==> src/rtl/dm_access_pkg.sv <==
// Shared op encodings, FSM states and alignment helpers for the data-memory access unit.
package dm_access_pkg;

  typedef enum logic [2:0] {
    OP_LB  = 3'd0,
    OP_LH  = 3'd1,
    OP_LW  = 3'd2,
    OP_SW  = 3'd3,
    OP_LBU = 3'd4,
    OP_LHU = 3'd5,
    OP_SB  = 3'd6,
    OP_SH  = 3'd7
  } op_e;

  typedef enum logic [1:0] {
    ST_IDLE   = 2'd0,
    ST_ACCESS = 2'd1,
    ST_MERGE  = 2'd2,
    ST_RESP   = 2'd3
  } state_t;

  // Byte offset rounded down to the natural alignment of the access size.
  function automatic logic [1:0] align_off(input logic [2:0] op, input logic [1:0] off);
    case (op)
      OP_LH, OP_LHU, OP_SH: align_off = {off[1], 1'b0};
      OP_LW, OP_SW:         align_off = 2'b00;
      default:              align_off = off;
    endcase
  endfunction

  function automatic logic misaligned(input logic [2:0] op, input logic [1:0] off);
    misaligned = (align_off(op, off) != off);
  endfunction

  function automatic logic is_sub_store(input logic [2:0] op);
    is_sub_store = (op == OP_SB) || (op == OP_SH);
  endfunction

endpackage

==> src/rtl/dm_lane_align.sv <==
// Combinational lane logic: little-endian load extract/extend and sub-word store merge.
module dm_lane_align
  import dm_access_pkg::*;
(
  input  logic [2:0]  op_i,
  input  logic [1:0]  off_i,
  input  logic [31:0] word_i,
  input  logic [31:0] wdata_i,
  output logic [31:0] load_data_o,
  output logic [31:0] merge_data_o
);

  logic [4:0]  bit_off;
  logic [7:0]  byte_sel;
  logic [15:0] half_sel;

  assign bit_off  = {off_i, 3'b000};
  assign byte_sel = word_i[bit_off +: 8];
  assign half_sel = off_i[1] ? word_i[31:16] : word_i[15:0];

  always_comb begin
    load_data_o = '0;
    case (op_i)
      OP_LB:   load_data_o = {{24{byte_sel[7]}}, byte_sel};
      OP_LBU:  load_data_o = {24'd0, byte_sel};
      OP_LH:   load_data_o = {{16{half_sel[15]}}, half_sel};
      OP_LHU:  load_data_o = {16'd0, half_sel};
      OP_LW:   load_data_o = word_i;
      default: load_data_o = '0;
    endcase
  end

  always_comb begin
    merge_data_o = word_i;
    case (op_i)
      OP_SB: merge_data_o[bit_off +: 8] = wdata_i[7:0];
      OP_SH: begin
        if (off_i[1]) merge_data_o[31:16] = wdata_i[15:0];
        else          merge_data_o[15:0]  = wdata_i[15:0];
      end
      OP_SW:   merge_data_o = wdata_i;
      default: merge_data_o = word_i;
    endcase
  end

endmodule

==> src/rtl/dm_access_unit.sv <==
// CPU-side data-memory initiator: byte/half/word loads and stores over a word memory, RMW for sb/sh.
// DM_MISALIGN_TRAP_EN: misaligned accesses respond with rsp_err instead of being aligned down.
module dm_access_unit
  import dm_access_pkg::*;
#(
  parameter int          ADDR_W   = 10,
  parameter logic [31:0] RST_DATA = '0
) (
  input  logic              clk,
  input  logic              rst_n,
  input  logic              req_valid,
  output logic              req_ready,
  input  logic [2:0]        req_op,
  input  logic [31:0]       req_addr,
  input  logic [31:0]       req_wdata,
  output logic              rsp_valid,
  input  logic              rsp_ready,
  output logic [31:0]       rsp_rdata,
  output logic              rsp_err,
  output logic [ADDR_W-1:0] mem_addr,
  output logic [31:0]       mem_din,
  output logic              mem_we,
  input  logic [31:0]       mem_dout
);

  state_t            state_q, state_d;
  logic [2:0]        op_q;
  logic [1:0]        off_q;
  logic [31:0]       wdata_q;
  logic [31:0]       rdata_q;
  logic [31:0]       din_q;
  logic [ADDR_W-1:0] maddr_q;
  logic [1:0]        req_off;
  logic              req_trap;
  logic              accept;
  logic [31:0]       load_data;
  logic [31:0]       merge_data;
  logic              unused_addr;

  assign unused_addr = ^req_addr[31:ADDR_W+2];
  assign req_off     = align_off(req_op, req_addr[1:0]);
  assign accept      = (state_q == ST_IDLE) && req_valid;

`ifdef DM_MISALIGN_TRAP_EN
  logic err_q;
  assign req_trap = misaligned(req_op, req_addr[1:0]);
  assign rsp_err  = err_q;

  always_ff @(posedge clk or negedge rst_n) begin
    if (!rst_n)      err_q <= 1'b0;
    else if (accept) err_q <= req_trap;
  end
`else
  assign req_trap = 1'b0;
  assign rsp_err  = 1'b0;
`endif

  dm_lane_align u_lane_align (
    .op_i         (op_q),
    .off_i        (off_q),
    .word_i       (mem_dout),
    .wdata_i      (wdata_q),
    .load_data_o  (load_data),
    .merge_data_o (merge_data)
  );

  always_ff @(posedge clk or negedge rst_n) begin
    if (!rst_n) state_q <= ST_IDLE;
    else        state_q <= state_d;
  end

  // mem_we is decoded from state so an async reset removes it before the negedge write.
  always_comb begin
    state_d   = state_q;
    req_ready = 1'b0;
    rsp_valid = 1'b0;
    mem_we    = 1'b0;
    case (state_q)
      ST_IDLE: begin
        req_ready = 1'b1;
        if (req_valid) state_d = req_trap ? ST_RESP : ST_ACCESS;
      end
      ST_ACCESS: begin
        if (op_q == OP_SW) begin
          mem_we  = 1'b1;
          state_d = ST_RESP;
        end else if (is_sub_store(op_q)) begin
          state_d = ST_MERGE;
        end else begin
          state_d = ST_RESP;
        end
      end
      ST_MERGE: begin
        mem_we  = 1'b1;
        state_d = ST_RESP;
      end
      ST_RESP: begin
        rsp_valid = 1'b1;
        if (rsp_ready) state_d = ST_IDLE;
      end
      default: state_d = ST_IDLE;
    endcase
  end

  always_ff @(posedge clk or negedge rst_n) begin
    if (!rst_n) begin
      op_q    <= OP_LB;
      off_q   <= 2'b00;
      wdata_q <= '0;
      rdata_q <= RST_DATA;
      din_q   <= RST_DATA;
      maddr_q <= '0;
    end else begin
      if (accept) begin
        op_q    <= req_op;
        off_q   <= req_off;
        wdata_q <= req_wdata;
        rdata_q <= '0;
        maddr_q <= req_addr[ADDR_W+1:2];
        if (req_op == OP_SW) din_q <= req_wdata;
      end
      // Stores yield zero from the lane logic, so rsp_rdata is 0 for them.
      if (state_q == ST_ACCESS) begin
        rdata_q <= load_data;
        if (is_sub_store(op_q)) din_q <= merge_data;
      end
    end
  end

  assign rsp_rdata = rdata_q;
  assign mem_addr  = maddr_q;
  assign mem_din   = din_q;

endmodule
==> config.mk <==
export PLATFORM = sky130hd
export DESIGN_NAME = dm_access_unit
export DESIGN_NICKNAME = d
export VERILOG_FILES = /design/src/rtl/dm_access_pkg.sv /design/src/rtl/dm_lane_align.sv /design/src/rtl/dm_access_unit.sv
export SDC_FILE = /design/constraint.sdc
export NUM_CORES = 1
export LEC_CHECK = 0
export BUFFER_PORTS_ARGS = -buffer_cell sky130_fd_sc_hd__buf_2
export CAP_MARGIN = 0
export CORE_MARGIN = 2
export CORE_UTILIZATION = 40
export CTS_CLUSTER_DIAMETER = 150
export CTS_CLUSTER_SIZE = 25
export DETAILED_ROUTE_END_ITERATION = 10
export GPL_TIMING_DRIVEN = 0
export PLACE_DENSITY = 0.72
export SYNTH_ARGS = -nofsm -noshare
export SYNTH_HDL_FRONTEND = slang
export SYNTH_HIERARCHICAL = 1
export SYNTH_SLANG_ARGS = --single-unit
==> constraint.sdc <==
create_clock -name clk -period 2.3 [get_ports clk]
set_clock_uncertainty 0.15 [all_clocks]
set_input_delay 0.115 -clock clk [delete_from_list [all_inputs] [get_ports clk]]
set_output_delay 0.115 -clock clk [all_outputs]
set_load 0.005 [all_outputs]
=== Word-level counts from Yosys, hierarchy flattened ===
Cells that the tools add are included.
Widths: inputs -> output; s select.

* Flip-flop bits (word level): 113
* Input port bits: 103
* Word-level logic and storage cells: 58
* Output and inout port bits: 78

* Shift operators: 3
* Add/subtract/negate cells: 1
* Reduce and logical (&&, ||, !) cells: 8
* Mux-type cells: 22
* Equality and inequality tests: 17

{| class="wikitable"
|+ Operators by type and width
! cell !! number
|-
| $mux 32 || 6
|-
| $pmux 32 s5 || 1
|-
| $pmux 32 s3 || 1
|-
| $mux 16 || 3
|-
| $bwmux 32 || 1
|-
| $shift 8x7->32 const A || 1
|-
| $shiftx 32x6->8 || 1
|-
| $shiftx 8x7->32 || 1
|-
| $eq 3x3->1 const B || 6
|-
| $eq 3x2->1 const B || 4
|-
| $pmux 2 s4 || 1
|-
| $neg 5->7 || 1
|-
| $eq 3x1->1 const B || 2
|-
| $mux 1 || 5
|-
| $eq 2x2->1 const B || 2
|-
| $mux 2 || 2
|-
| $ne 2x2->1 const B || 2
|-
| $pmux 2 s2 || 1
|-
| $logic_not 3->1 || 1
|-
| $reduce_or 3->1 || 1
|-
| $eq 2x1->1 const B || 1
|-
| $logic_not 2->1 || 1
|-
| $pmux 1 s2 || 1
|-
| $reduce_and 2->1 || 1
|-
| 4 further kinds || 4
|}

=== Longest topological paths before layout ===
* Depth after elaboration: 6
* Gate-level depth with buffers: 11
* Gate-level depth less buffers: 7

=== Hierarchy ===
The synthesis kept the hierarchy.

{| class="wikitable"
|+ By module, submodules not included
! module !! seq. area each (um^2) !! cells an instance !! times used !! area an instance (um^2)
|-
| dm_access_unit || 2827.7 || 449 || 1 || 4773.3
|-
| dm_lane_align || 0.0 || 390 || 1 || 2731.4
|}

=== Worst setup path after synthesis ===
OpenSTA, ideal clock, no wires.

* Path type: reg-to-reg
* Start point: reg off_q[1]
* End point: reg din_q[11], in the netlist mem_din[11]
* Stages on the path, launching flop included: 12
* Data arrival time: 2258 ps
* Required time: 2068 ps
* Setup time: 82 ps
* Clock period less this slack: 2490 ps
* Path buffers: 4
* Setup slack: -190 ps
* Cells stage by stage: dfrtp_1 -> buf_2 -> buf_4 -> clkbuf_1 -> inv_1 -> ha_1 -> clkbuf_1 -> and4b_1 -> o22ai_1 -> a31oi_1 -> nor2_1 -> a31oi_1

* Word-level cells in the longest chain between the ends: 6
* Elaborated cells between the ends (all ways): 8
* Classes of those cells: add/sub: 1; shift: 2; mux: 5

{| class="wikitable"
|+ Ends and longest elaborated chain
! element !! RTL line !! source
|-
| start: declaration || dm_access_unit.sv:28 || <nowiki>logic [1:0] off_q;</nowiki>
|-
| start signal: assignment || dm_access_unit.sv:116 || <nowiki>off_q <= req_off;</nowiki>
|-
| $neg 5->7 || dm_lane_align.sv:36 || <nowiki>OP_SB: merge_data_o[bit_off +: 8] = wdata_i[7:0];</nowiki>
|-
| $shiftx 8x7->32 / $shift 8x7->32 (equally long branches) || dm_lane_align.sv:36 ||
|-
| $bwmux 32 || dm_lane_align.sv:36 ||
|-
| $pmux 32 s3 * || dm_lane_align.sv:35 || <nowiki>case (op_i)</nowiki>
|-
| named net merge_data[11] || dm_access_unit.sv:37 || <nowiki>logic [31:0] merge_data;</nowiki>
|-
| $mux 32 * || dm_access_unit.sv:125 || <nowiki>if (is_sub_store(op_q)) din_q <= merge_data;</nowiki>
|-
| $mux 32 * || dm_access_unit.sv:123 || <nowiki>if (state_q == ST_ACCESS) begin</nowiki>
|-
| end signal: assignment || dm_access_unit.sv:120 || <nowiki>if (req_op == OP_SW) din_q <= req_wdata;</nowiki>
|-
| end signal: assignment || dm_access_unit.sv:125 ||
|-
| end: declaration || dm_access_unit.sv:31 || <nowiki>logic [31:0] din_q;</nowiki>
|}

Mark *: on every way through the listed nets, which the timed path passes. The rest lies on a longest branch.
A chain may end at the register's enable or synchronous reset.

=== Worst setup path after layout ===
* Start point: reg off_q[0]
* End point: reg din_q[22], in the netlist mem_din[22]

* Word-level cells in the longest chain between the ends: 6
* Elaborated cells between the ends (all ways): 7
* Classes of those cells: add/sub: 1; shift: 2; mux: 4

{| class="wikitable"
|+ Ends and longest elaborated chain
! element !! RTL line
|-
| $neg 5->7 * || dm_lane_align.sv:36
|-
| $shiftx 8x7->32 / $shift 8x7->32 (equally long branches) || dm_lane_align.sv:36
|-
| $bwmux 32 * || dm_lane_align.sv:36
|-
| $pmux 32 s3 * || dm_lane_align.sv:35
|-
| named net merge_data[22] || dm_access_unit.sv:37
|-
| $mux 32 * || dm_access_unit.sv:125
|-
| $mux 32 * || dm_access_unit.sv:123
|}

Marked as above.

==> results.sh <==
export IMPL_synth_most_common_cell="dfrtp_1"
export IMPL_synthAdderAreaFrac_pct=1.67
export IMPL_setup_viol=0
export IMPL_yosys_area_top_type="dfrtp_1"
export IMPL_critPathBufInv=5
export IMPL_grt_ovfl_total=0
export IMPL_ys_seq_area_share_pct=37.7
export IMPL_synth_edf_count=0
export IMPL_final_setup_worst_slack_ns=0.0201
export IMPL_hold_path_end="state_q[0]$_DFFE_PN0P_"
export IMPL_min_from="rsp_ready"
export IMPL_cts_max_level=4
export IMPL_regToRegSetupSlack_ns=0.02
export IMPL_rsz0062_at_grt="yes"
export IMPL_nets=1200
export IMPL_status="complete, no violations"
export IMPL_drt_wirelength_per_cell_um=21.1
export IMPL_dpl_hpwl_mm=20.1
export IMPL_peakVddDrop_mv=0.632
export IMPL_start_kind="register"
export IMPL_regToRegStartpoint="off_q[0]$_DFFE_PN0N_"
export IMPL_yosys_top_cells_area="dfrtp_1, mux2_2, o21ai_0, a31oi_1, nor2b_1"
export IMPL_min_path_cells=4
export IMPL_clk_path_buf_depth=2
export IMPL_synthArstFlopShare_pct=100
export IMPL_swShare_pct=43.2
export IMPL_synth_xor_area_share_pct=0
export IMPL_grt_first_pass_wirelength_mm=43.3
export IMPL_fmax_mhz=439
export IMPL_finalHoldViolCount=0
export IMPL_cpPeakStageDelay_ns=0.40
export IMPL_fin_area_um2=10100
export IMPL_place_ws_ns=-0.367
export IMPL_finalMaxSlewViolations=0
export IMPL_power_density_nw_per_um2=1360
export IMPL_place_area_um2=8680
export IMPL_pwr_share_seq_pct=27.0
export IMPL_synth_seq_cells=113
export IMPL_final_util_pct=54.3
export IMPL_drive_gt1_share_pct=33.1
export IMPL_worst_slew_pin_slew_ns=0.637
export IMPL_hp_class="primary input to register"
export IMPL_port_buffers=159
export IMPL_gp_congestion=0.998
export IMPL_fp_dieH_um=141
export IMPL_cts_clk_slew_worst_paths_ns=0.06
export IMPL_end_kind="register"
export IMPL_wirelength_mm=28.2
export IMPL_clkPwrFrac_pct=18.7
export IMPL_r2r_end="mem_din[22]$_DFF_PN0_"
export IMPL_worstSkewPairLatency_ns=0.42
export IMPL_synth_mux_area_share_pct=10.8
export IMPL_post_route_period_util_pct=99.1
export IMPL_syn_area_um2=7500
export IMPL_critPathTopFamily="buffers and inverters"
export IMPL_drt_iter0_markers=765
export IMPL_die_w_um=141
export IMPL_layout_min_cycle_time_ns=2.28
export IMPL_setup_tns_final_ns=0
export IMPL_die_area_um2=19900
export IMPL_insertedDiodeCount=0
export IMPL_worst_ep_arrival_time_ns=2.40
export IMPL_cts_tree="built"
export IMPL_drt_first_pass_iters=5
export IMPL_synth_cell_types=58
export IMPL_cts_root_buf="clkbuf_16"
export IMPL_grt_pass1_vias=7653
export IMPL_synth_nets=952
export IMPL_ant_nets=0
export IMPL_ff2ff_path_depth=11
export IMPL_synth_top_family_by_area="compound AO/OA/AOI/OAI gates"
export IMPL_synth_compound_area_share_pct=24.6
export IMPL_synthTopCellsByCount="dfrtp_1, nand2_1, o21ai_0"
export IMPL_p_sw_uw=5910
export IMPL_numClockSinks=113
export IMPL_cts_buffers=17
export IMPL_crit_fanout=8
export IMPL_drv_cap=0
export IMPL_antenna_found_initial=0
export IMPL_io_pins=181
export IMPL_cp_data_required_time_ns=2.42
export IMPL_combPwrFrac_pct=54.3
export IMPL_vias=7952
export IMPL_synth_main_ff_cell="dfrtp_1"
export IMPL_internal_power_uw=7770
export IMPL_p_leak_uw=0.00440
export IMPL_drc=0
export IMPL_critPathKind="register to register"
export IMPL_syn_to_final_growth_pct=34.3
export IMPL_slew_limit_headroom_pct=57.3
export IMPL_grt_max_degree=67
export IMPL_avgSynthCellArea_um2=8.94
export IMPL_finalPower_uw=13700
export IMPL_start_util_pct=40.4
export IMPL_synthCells=839
export IMPL_coreArea_um2=18600
export IMPL_synth_top_area_share_pct=37.7
export IMPL_num_rows=50
export IMPL_cp_slowest_cell="dfrtp_1"
export IMPL_path_cells="buf_6 > buf_8 > buf_8 > inv_6 > ha_4 > nor3b_4 > buf_6 > and4_1 > o32a_1 > nor2_2 > a31oi_1"
export IMPL_vias_per_cell=5.96
export IMPL_grt_total_usage_pct=28.1
export IMPL_ys_warn_count=6
export IMPL_synthSimpleGateAreaFrac_pct=19.5
[repair_timing]
| item | 4_1_cts | 5_1_grt |
|---|---|---|
| cloned | 0 | 0 |
| hold buffers | 55 | 0 |
| pin swaps | 8 | 14 |
| hold endpoints to repair | 198 | 0 |
| buffers inserted | 11 | 6 |
| gates resized for setup | 23 | 49 |
| endpoints found under the setup margin | 42 | 44 |
[final cells by class]
cell class              instances  area [µm²]
plain buffers                  82         510
inverters                       6        32.5
multi-input cells             637        4340
well taps                     234         293
repair buffers                230        1500
clock buffers                  18         439
flip-flops and latches        113        2830
clock inverters                14         133
fillers                      1663        8500
[sequential cells by signal, summed over array words and instances (netlist names)]
signal,count
mem_addr,10
mem_din,32
rsp_rdata,32
off_q,2
op_q,3
wdata_q,32
state_q,2
[layout by cell type (no fill, tap or decap), types with 3 or more instances in the layout]
cell type      count
a221o_1           14
a32oi_1            3
nand3_2            4
nand3_1           32
o22ai_1           26
mux2_2            55
dfrtp_1          111
clkbuf_1          24
and3_1            14
buf_4             18
buf_6              8
ha_1               6
nand2_1           91
and4b_1            9
nor3b_1            4
a311oi_1          29
mux2i_1           17
nor3b_2            4
inv_1              3
clkbuf_4           8
buf_2            177
nor2_1            48
o21bai_1          13
clkbuf_16         18
o221ai_1           3
clkinvlp_4         3
nand2_2            3
inv_6              6
dlygate4sd3_1     55
nand2b_1           5
o21ai_0           81
o221a_2           14
a31oi_1           61
buf_8              4
ha_2               3
nor2b_1           56
clkbuf_2          13
clkinv_4           4
[how the worst max path moves through the flow]
| stage | start | end | cells past startpoint |
|---|---|---|---|
| global placement | rst_n | mem_addr[2]$_DFFE_PN0N_ | 1 |
| CTS | off_q[0]$_DFFE_PN0N_ | mem_din[22]$_DFF_PN0_ | 11 |
| floorplan | off_q[1]$_DFFE_PN0N_ | mem_din[22]$_DFF_PN0_ | 11 |
| finish | off_q[0]$_DFFE_PN0N_ | mem_din[22]$_DFF_PN0_ | 11 |
| global route | off_q[0]$_DFFE_PN0N_ | mem_din[28]$_DFF_PN0_ | 11 |
| detailed placement | off_q[1]$_DFFE_PN0N_ | mem_din[16]$_DFF_PN0_ | 11 |
[worst reg2reg max path: stages, from the launching register on]
cell and delay [ns]:
dfrtp_1 0.40, buf_6 0.14, buf_8 0.11, buf_8 0.12
inv_6 0.06, ha_4 0.22, nor3b_4 0.16, buf_6 0.13
and4_1 0.18, o32a_1 0.29, nor2_2 0.11, a31oi_1 0.06
[layer usage]
layer / routed length [µm] / vias to the layer above / GRT usage [%]
met4: 1130 / 0 / 12.4
li1: - / 3638 / -
met5: 0 / - / 0
met2: 12900 / 419 / 43.5
met3: 2180 / 79 / 5.98
met1: 11900 / 3816 / 38.0
[through the flow]
step	instances	hold WS, ns
6_report	1334	0.0169
5_1_grt	1334	0.0295
4_1_cts	1329	0.000937
3_5_place_dp	1233	-0.0626
3_3_place_gp	1232	0.198
2_1_floorplan	839	-0.331
[kinds of logic after synthesis]
family	after synthesis
AND/OR/NAND/NOR	285
AO/OA/AOI/OAI	268
flip-flops	113
buffers and inverters	89
multiplexers	73
adder cells (fa/ha/maj)	10
other	1
[power by group through the flow]
stage | combinational, µW | clock, µW | sequential [µW]
2_1_floorplan | 4620 | 0 | 3480
3_3_place_gp | 6650 | 0 | 3650
3_5_place_dp | 6750 | 0 | 3680
4_1_cts | 7090 | 2590 | 3640
5_1_grt | 8030 | 2690 | 3780
6_report | 7420 | 2550 | 3700
Note: power is estimated with default switching activity, not from simulation.
